### config.mk
export PLATFORM = sky130hd
export DESIGN_NAME = iram_fetch_arbiter
export DESIGN_NICKNAME = d
export VERILOG_FILES = /design/src/rtl/iram_fetch_arbiter.sv
export SDC_FILE = /design/constraint.sdc
export NUM_CORES = 1
export LEC_CHECK = 0
export ABC_AREA = 1
export CAP_MARGIN = 20
export CORE_ASPECT_RATIO = 0.75
export CORE_MARGIN = 3
export CORE_UTILIZATION = 40
export DETAILED_ROUTE_END_ITERATION = 10
export PLACE_DENSITY = 0.74
export SLEW_MARGIN = 20
export SYNTH_ARGS = -nofsm -noshare
export SYNTH_HDL_FRONTEND = slang
export SYNTH_SLANG_ARGS = --single-unit
export TNS_END_PERCENT = 50
### constraint.sdc
create_clock -name clk -period 3 [get_ports clk]
set_clock_uncertainty 0.1 [all_clocks]
set_input_delay 0.6 -clock clk [delete_from_list [all_inputs] [get_ports clk]]
set_output_delay 0.6 -clock clk [all_outputs]
set_load 0.01 [all_outputs]
### src/rtl/iram_fetch_arbiter.sv
// iram_fetch_arbiter: round-robin arbiter sharing the instruction memory read port among N cores
module iram_fetch_arbiter #(
    parameter int N_CORES = 4,
    parameter int ADDR_W  = 8,
    parameter int DATA_W  = 8
) (
    input  logic                        clk,
    input  logic                        rst_n,
    input  logic                        en,
    input  logic [N_CORES-1:0]          req,
    input  logic [N_CORES*ADDR_W-1:0]   req_addr,
    output logic [N_CORES-1:0]          gnt,
    output logic [N_CORES-1:0]          rvalid,
    output logic [DATA_W-1:0]           rdata,
    output logic                        iram_read,
    output logic [ADDR_W-1:0]           iram_addr,
    input  logic [DATA_W-1:0]           iram_data,
    output logic [15:0]                 fetch_cnt
);
    localparam int PW = (N_CORES > 1) ? $clog2(N_CORES) : 1;

    logic [PW-1:0] ptr;
    logic [PW-1:0] sel;
    logic [PW:0]   c;
    logic          hit;

    // Scan ptr, ptr+1, ... modulo N_CORES; the first requester wins.
    always_comb begin
        gnt = '0;
        sel = '0;
        hit = 1'b0;
        c   = '0;
        for (int i = 0; i < N_CORES; i++) begin
            c = {1'b0, ptr} + (PW+1)'(i);
            if (c >= (PW+1)'(N_CORES)) c = c - (PW+1)'(N_CORES);
            if (!hit && rst_n && en && req[c[PW-1:0]]) begin
                hit            = 1'b1;
                gnt[c[PW-1:0]] = 1'b1;
                sel            = c[PW-1:0];
            end
        end
    end

    assign iram_read = hit;
    assign iram_addr = hit ? req_addr[sel*ADDR_W +: ADDR_W] : '0;
    assign rdata     = iram_data;

    always_ff @(posedge clk or negedge rst_n) begin
        if (!rst_n) begin
            ptr       <= '0;
            rvalid    <= '0;
            fetch_cnt <= '0;
        end else begin
            rvalid <= gnt;
            if (hit) begin
                ptr       <= (sel == PW'(N_CORES-1)) ? '0 : sel + PW'(1);
                fetch_cnt <= (fetch_cnt == 16'hFFFF) ? fetch_cnt : fetch_cnt + 16'd1;
            end
        end
    end
endmodule

==> flow_summary.ini, run 1 <==
[run_status]
violations = setup timing
status = complete, but fails checks

[cells_and_area]
antenna_cells = 0
multi_input_area_um2 = 1340
register_area_um2 = 551
area_delta_synth_final_pct = 65.8
final_cells = 455
fill_cells = 370
drive_above_1_share_pct = 28.1
fin_nets = 451

[clocking]
clkSinkCount = 22
cts_root_buffer = clkbuf_8
cts_tree = built
clockBufferDepth = 2
cts_made_buffers = 3
htreeDepth = 1
clk_latency_ns = 0.26
clk_pin_slew_ns = 0.08

[place]
dp_slack_ns = -0.624
gp_congestion = 0.870
port_buffers = 71
place.detailed.hpwl_mm = 4.33
placed_cells = 432

[yosys]
synth_warnings = 0
synth_cells = 287
syn_avg_cell_area_um2 = 6.80
yosys-top-cells-area = dfrtp_1 (28%), nand2_1 (15%), nand3_1 (10%), nor2_1 (6.3%), xor2_1 (5.4%)
yosysMostFrequentCell = nand2_1
synth_area_leader_cell = dfrtp_1
synth_top_area_share_pct = 28.2
synth_common_cells = nand2_1 (78), nand3_1 (39), nor2_1 (33), inv_1 (27), dfrtp_1 (22)
syn_nets = 339
seq_area_frac_synth_pct = 28.2
synth_edf_count = 0
yosys.cell_types.count = 25
ys.flop_type = dfrtp_1
synth_area_um2 = 1950
synth-async-reset-ratio_pct = 100
ys_ff_latch = 22

[critical_path]
r2r-end = fetch_cnt[10]$_DFFE_PN0P_
slowest_stage = dfrtp_1
critPathLaunchType = flop
critPathCapture = iram_addr[1]
timing.critical_path.from = ptr[0]$_DFFE_PN0P_
r2r_start = ptr[0]$_DFFE_PN0P_
cp_common_cell = nand2_1
critPathMaxStageDelay_ns = 0.46
arrival_ns = 2.36
endpoint_kind = output pin
worstPathCellList = inv_6, ha_4, nand3_1, nand2_2, nand2_4, inv_1, nand2_1, nand3_2, nand2_4, buf_12, nand2_8, nand2_1, nand3_1, nand2_1, nor2_1, buf_2
path_class = reg2out
crit_path_max_fanout = 8
required_ns = 2.30
r2r_cells = 16
ff2ff_setup_slack_ns = 0.48

[timing]
worst_pin_slew_ns = 0.329
hold_viol = 0
slew_headroom_pct = 77.9
post-route-period-util_pct = 102
fin_hold_ws_ns = 0.370
clock.fmax_mhz = 327
fin_crit_ns = 3.06
setup_viol = 4
drv_slew = 0
rsz0062_at_grt = true
worst_slack_ns = -0.0625

[global_route]
grt_pass1_vias = 2147
grt_max_degree = 23
grtUsageMet3_pct = 3.83
grt_usage_pct = 21.4
grt_antenna_before_repair = 0
grt_pass1_wl_mm = 9.89
globalRouteMet2Util_pct = 33.3
gr-total-overflow = 0
grt.busiest_layer = met2
met1_usage_pct = 30.5

[floorplanning]
fp.dieW_um = 86.7
die_h_um = 66.5
coreArea_um2 = 4570
num_io_pins = 88
die_area_um2 = 5760
initial_core_util_pct = 42.7
rows = 21

[detailed_routing]
drc = 0
wire_per_inst_um = 14.0
totalWireLength_mm = 6.36
ant_nets = 0
dr_total_vias = 2292
drt-initial-drc-count = 136
vias_per_cell = 5.04
first_pass_iters = 4

[power]
leakage_uw = 0.00159
peakVddDrop_mv = 0.499
total_power_uw = 3010
pwr_density_cell_nw_per_um2 = 930

[hold_path]
hold_class = in2async

[run]
maxCapViolCount = 0
routing by layer:
metal / vias up / wire length, µm
met5: - / 0
met4: 0 / 137
met3: 14 / 429
met2: 83 / 2980
met1: 1055 / 2820
li1: 1140 / -
metrics by stage:
stage | util, % | cell area [µm²] | TNS [ns]
2_1_floorplan | - | 1950 | 0
3_3_place_gp | 62.7 | 2870 | -6.57
3_5_place_dp | 62.7 | 2870 | -6.88
4_1_cts | 68.4 | 3130 | 0
5_1_grt | 70.8 | 3240 | -1.19
6_report | 70.8 | 3240 | -0.136
worst max-delay path: cells and delay by family (launching register included):
family,cells,cell delay (ns)
adders and majority gates,1,0.29
buffers and inverters,4,0.42
DFF,1,0.46
and+or+nand+nor,11,0.92
worst min-delay path by stage:
stage                          endpoint  depth (start not counted)  slack [ns]
6_report       fetch_cnt[8]$_DFFE_PN0P_                          2        0.37
5_1_grt        fetch_cnt[5]$_DFFE_PN0P_                          2        0.39
4_1_cts        fetch_cnt[6]$_DFFE_PN0P_                          2        0.41
3_5_place_dp   fetch_cnt[8]$_DFFE_PN0P_                          1        0.41
3_3_place_gp   fetch_cnt[4]$_DFFE_PN0P_                          1        0.41
2_1_floorplan  fetch_cnt[0]$_DFFE_PN0P_                          0        0.20
cell usage in the layout, fill, tap and decap left out, types with 2 or more instances in the layout:
cell type        instances
xnor2_1                  3
nand3_1                 29
clkbuf_2                 3
buf_4                   37
nand2_2                  9
dlygate4sd2_1            7
nand2_4                  7
inv_1                   24
nand2_1                 73
o22ai_1                  4
nand2_8                  4
o21ai_0                  8
nor2_1                  31
xor2_1                  12
buf_2                    9
nor3_1                   4
inv_2                    3
dfrtp_1                 22
a21oi_1                  5
nor2_4                   4
buf_6                   10
o21ai_1                  4
ha_1                     4
nand4_1                  3
inv_6                    2
nand3_2                 11
clkbuf_8                 3
clkdlybuf4s50_1         52
sequential cells by signal, summed over array words and instances, names as in the netlist:
| signal | count |
|---|---|
| ptr | 2 |
| rvalid | 4 |
| fetch_cnt | 16 |
where the power goes:
| group | internal [µW] | switching (µW) | leakage, µW |
|---|---|---|---|
| combinational | 1080 | 1200 | 0.00126 |
| clock | 178 | 96.3 | 0.0000357 |
| sequential | 373 | 84.7 | 0.000292 |
| total | 1630 | 1380 | 0.00159 |
area by class of cell:
type,count,share of cell area (%)
Sequential cell,22,17.0
Inverter,30,3.87
Clock buffer,3,1.28
Multi-Input combinational cell,222,41.4
Timing Repair Buffer,120,33.4
Tap cell,57,2.20
Clock inverter,1,0.928
cells by family (layout without fill, tap and decap cells):
kind of cell	after synthesis	count (layout)	share of synthesized area (%)
DFF	22	22	28.2
buffers and inverters	44	154	11.9
xor gates and xnor gates	15	15	6.73
adders and majority gates	5	5	3.21
and+or+nand+nor	178	179	43.8
AOI/OAI and AO/OA	23	23	6.15
timing repair:
| action | CTS | global route |
|---|---|---|
| cloned | 4 | 0 |
| resized for setup | 74 | 32 |
| hold buffers | 0 | 0 |
| buffers inserted | 10 | 6 |
| setup endpoints to repair | 13 | 13 |
| pin swaps | 13 | 24 |
Power figures use the tool's default switching activity.
==> inputs of run 2 (changes only) <==
SKIP_CTS_REPAIR_TIMING = 1   (was not set)
TNS_END_PERCENT = not set   (was 50)
==> flow_summary.ini, run 2 (synthesized netlist as in run 1, its figures left out) <==
[floorplanning]
coreArea_um2 = 4570
rows = 21
initial_core_util_pct = 42.7
die_area_um2 = 5760
num_io_pins = 88
fp.dieW_um = 86.7
die_h_um = 66.5

[clocking]
clockBufferDepth = 2
clk_pin_slew_ns = 0.08
cts_made_buffers = 3
clkSinkCount = 22
clk_latency_ns = 0.26
cts_tree = built
htreeDepth = 1
cts_root_buffer = clkbuf_8

[cells_and_area]
final_design_area_no_fill_um2 = 3260
drive_above_1_share_pct = 27.9
fill_cells = 355
top_register = fetch_cnt
largestRegisters = fetch_cnt x16, rvalid x4, ptr x2
final_cells = 448
final_cell_mix = nand2_1 (69), clkdlybuf4s50_1 (52), buf_4 (33), nand3_1 (29), nor2_1 (29)
largest_reg_flops = 16
area_delta_synth_final_pct = 67.2
mostFrequentLayoutCell = nand2_1
fin_nets = 444
antenna_cells = 0

[global_route]
met1_usage_pct = 28.1
grtUsageMet3_pct = 3.21
grt_usage_pct = 19.1
globalRouteMet2Util_pct = 29.3
grt_pass1_wl_mm = 8.90
grt.busiest_layer = met2
grt_pass1_vias = 1927
grt_max_degree = 23
gr-total-overflow = 0
grt_antenna_before_repair = 0

[power]
pwr_density_cell_nw_per_um2 = 923
power.switching_uw = 1400
pwr-share-comb_pct = 76.0
internal-power_uw = 1620
sw_frac_of_total_pct = 46.3
pwr-share-clk_pct = 9.0
p_seq_share_pct = 15.0
peakVddDrop_mv = 0.528
leakage_uw = 0.00168

[timing]
worst_slack_ns = -0.0868
setup_viol = 8
rsz0062_at_grt = true
slew_headroom_pct = 79.7
fin_crit_ns = 3.09
clock.fmax_mhz = 324
hold_viol = 0
worst_pin_slew_ns = 0.302
drv_slew = 0
post-route-period-util_pct = 103

[run_status]
status = complete, but fails checks
violations = setup timing

[place]
place.detailed.hpwl_mm = 4.33
gp_congestion = 0.870
port_buffers = 71
placed_cells = 432
place_area_um2 = 2870

[critical_path]
critPathLaunchType = flop
arrival_ns = 2.39
required_ns = 2.30
endpoint_kind = output pin
path_class = reg2out
crit_path_max_fanout = 6

[detailed_routing]
totalWireLength_mm = 6.41
wire_per_inst_um = 14.3
first_pass_iters = 4
drc = 0
vias_per_cell = 5.01
drt-initial-drc-count = 177
ant_nets = 0
dr_total_vias = 2245

[hold_path]
hold_class = in2async

[run]
maxCapViolCount = 0
run 2: power by group through the flow:
stage          clock network [µW]  registers (µW)  logic [µW]
2_1_floorplan                   0             476        1030
3_3_place_gp                    0             456        1750
3_5_place_dp                    0             455        1790
4_1_cts                       279             452        1790
5_1_grt                       297             466        2480
6_report                      272             452        2290
run 2: layer usage:
metal,routed length (µm),up-vias
met5,0,-
met2,3030,87
met3,421,14
li1,-,1128
met4,116,0
met1,2840,1016
run 2: layout make-up:
cell class	instances	area (µm²)	area share, %
sequential	22	551	16.9
clock inverter	1	30.0	0.920
clock buffer	3	41.3	1.26
inverter	30	125	3.83
multi-input combinational	223	1360	41.8
timing repair buffer	112	1080	33.2
tap	57	71.3	2.18
run 2: path summary, 6_finish.rpt:
path / from / slack [ns] / depth (start not counted) / end
hold reg to reg: fetch_cnt[8]$_DFFE_PN0P_ / 0.42 / 1 / fetch_cnt[8]$_DFFE_PN0P_
min in group clk: fetch_cnt[8]$_DFFE_PN0P_ / 0.42 / 1 / fetch_cnt[8]$_DFFE_PN0P_
max in group asynchronous: rst_n / 2.28 / 2 / ptr[1]$_DFFE_PN0P_
setup / recovery: ptr[0]$_DFFE_PN0P_ / -0.09 / 17 / iram_addr[4]
setup reg to reg: ptr[0]$_DFFE_PN0P_ / 0.45 / 16 / fetch_cnt[10]$_DFFE_PN0P_
hold / removal: rst_n / 0.30 / 2 / fetch_cnt[8]$_DFFE_PN0P_
run 2: critical path, stage by stage (launching register included):
cell and delay [ns]:
dfrtp_1 0.42, clkinv_4 0.08, ha_4 0.30, inv_4 0.05
nand3_2 0.06, nand2_2 0.07, nand2_4 0.10, inv_2 0.03
nand2_1 0.07, nand3_2 0.12, nand2_4 0.15, buf_12 0.16
nand2_8 0.06, nand2_1 0.06, nand2_1 0.07, nor2_2 0.12
nor2_1 0.06, buf_2 0.14
run 2: metrics by stage:
stage / setup TNS [ns] / total power, µW / hold slack [ns] / util [%] / worst slack (ns)
after global routing: -1.22 / 3240 / 0.301 / 71.4 / -0.184
after detailed placement: -6.88 / 2240 / 0.412 / 62.7 / -0.624
final: -0.292 / 3010 / 0.298 / 71.4 / -0.0868
after floorplan: 0 / 1510 / 0.204 / - / 0.159
after global placement: -6.57 / 2210 / 0.405 / 62.7 / -0.593
after CTS: -7.02 / 2520 / 0.427 / 64.2 / -0.631
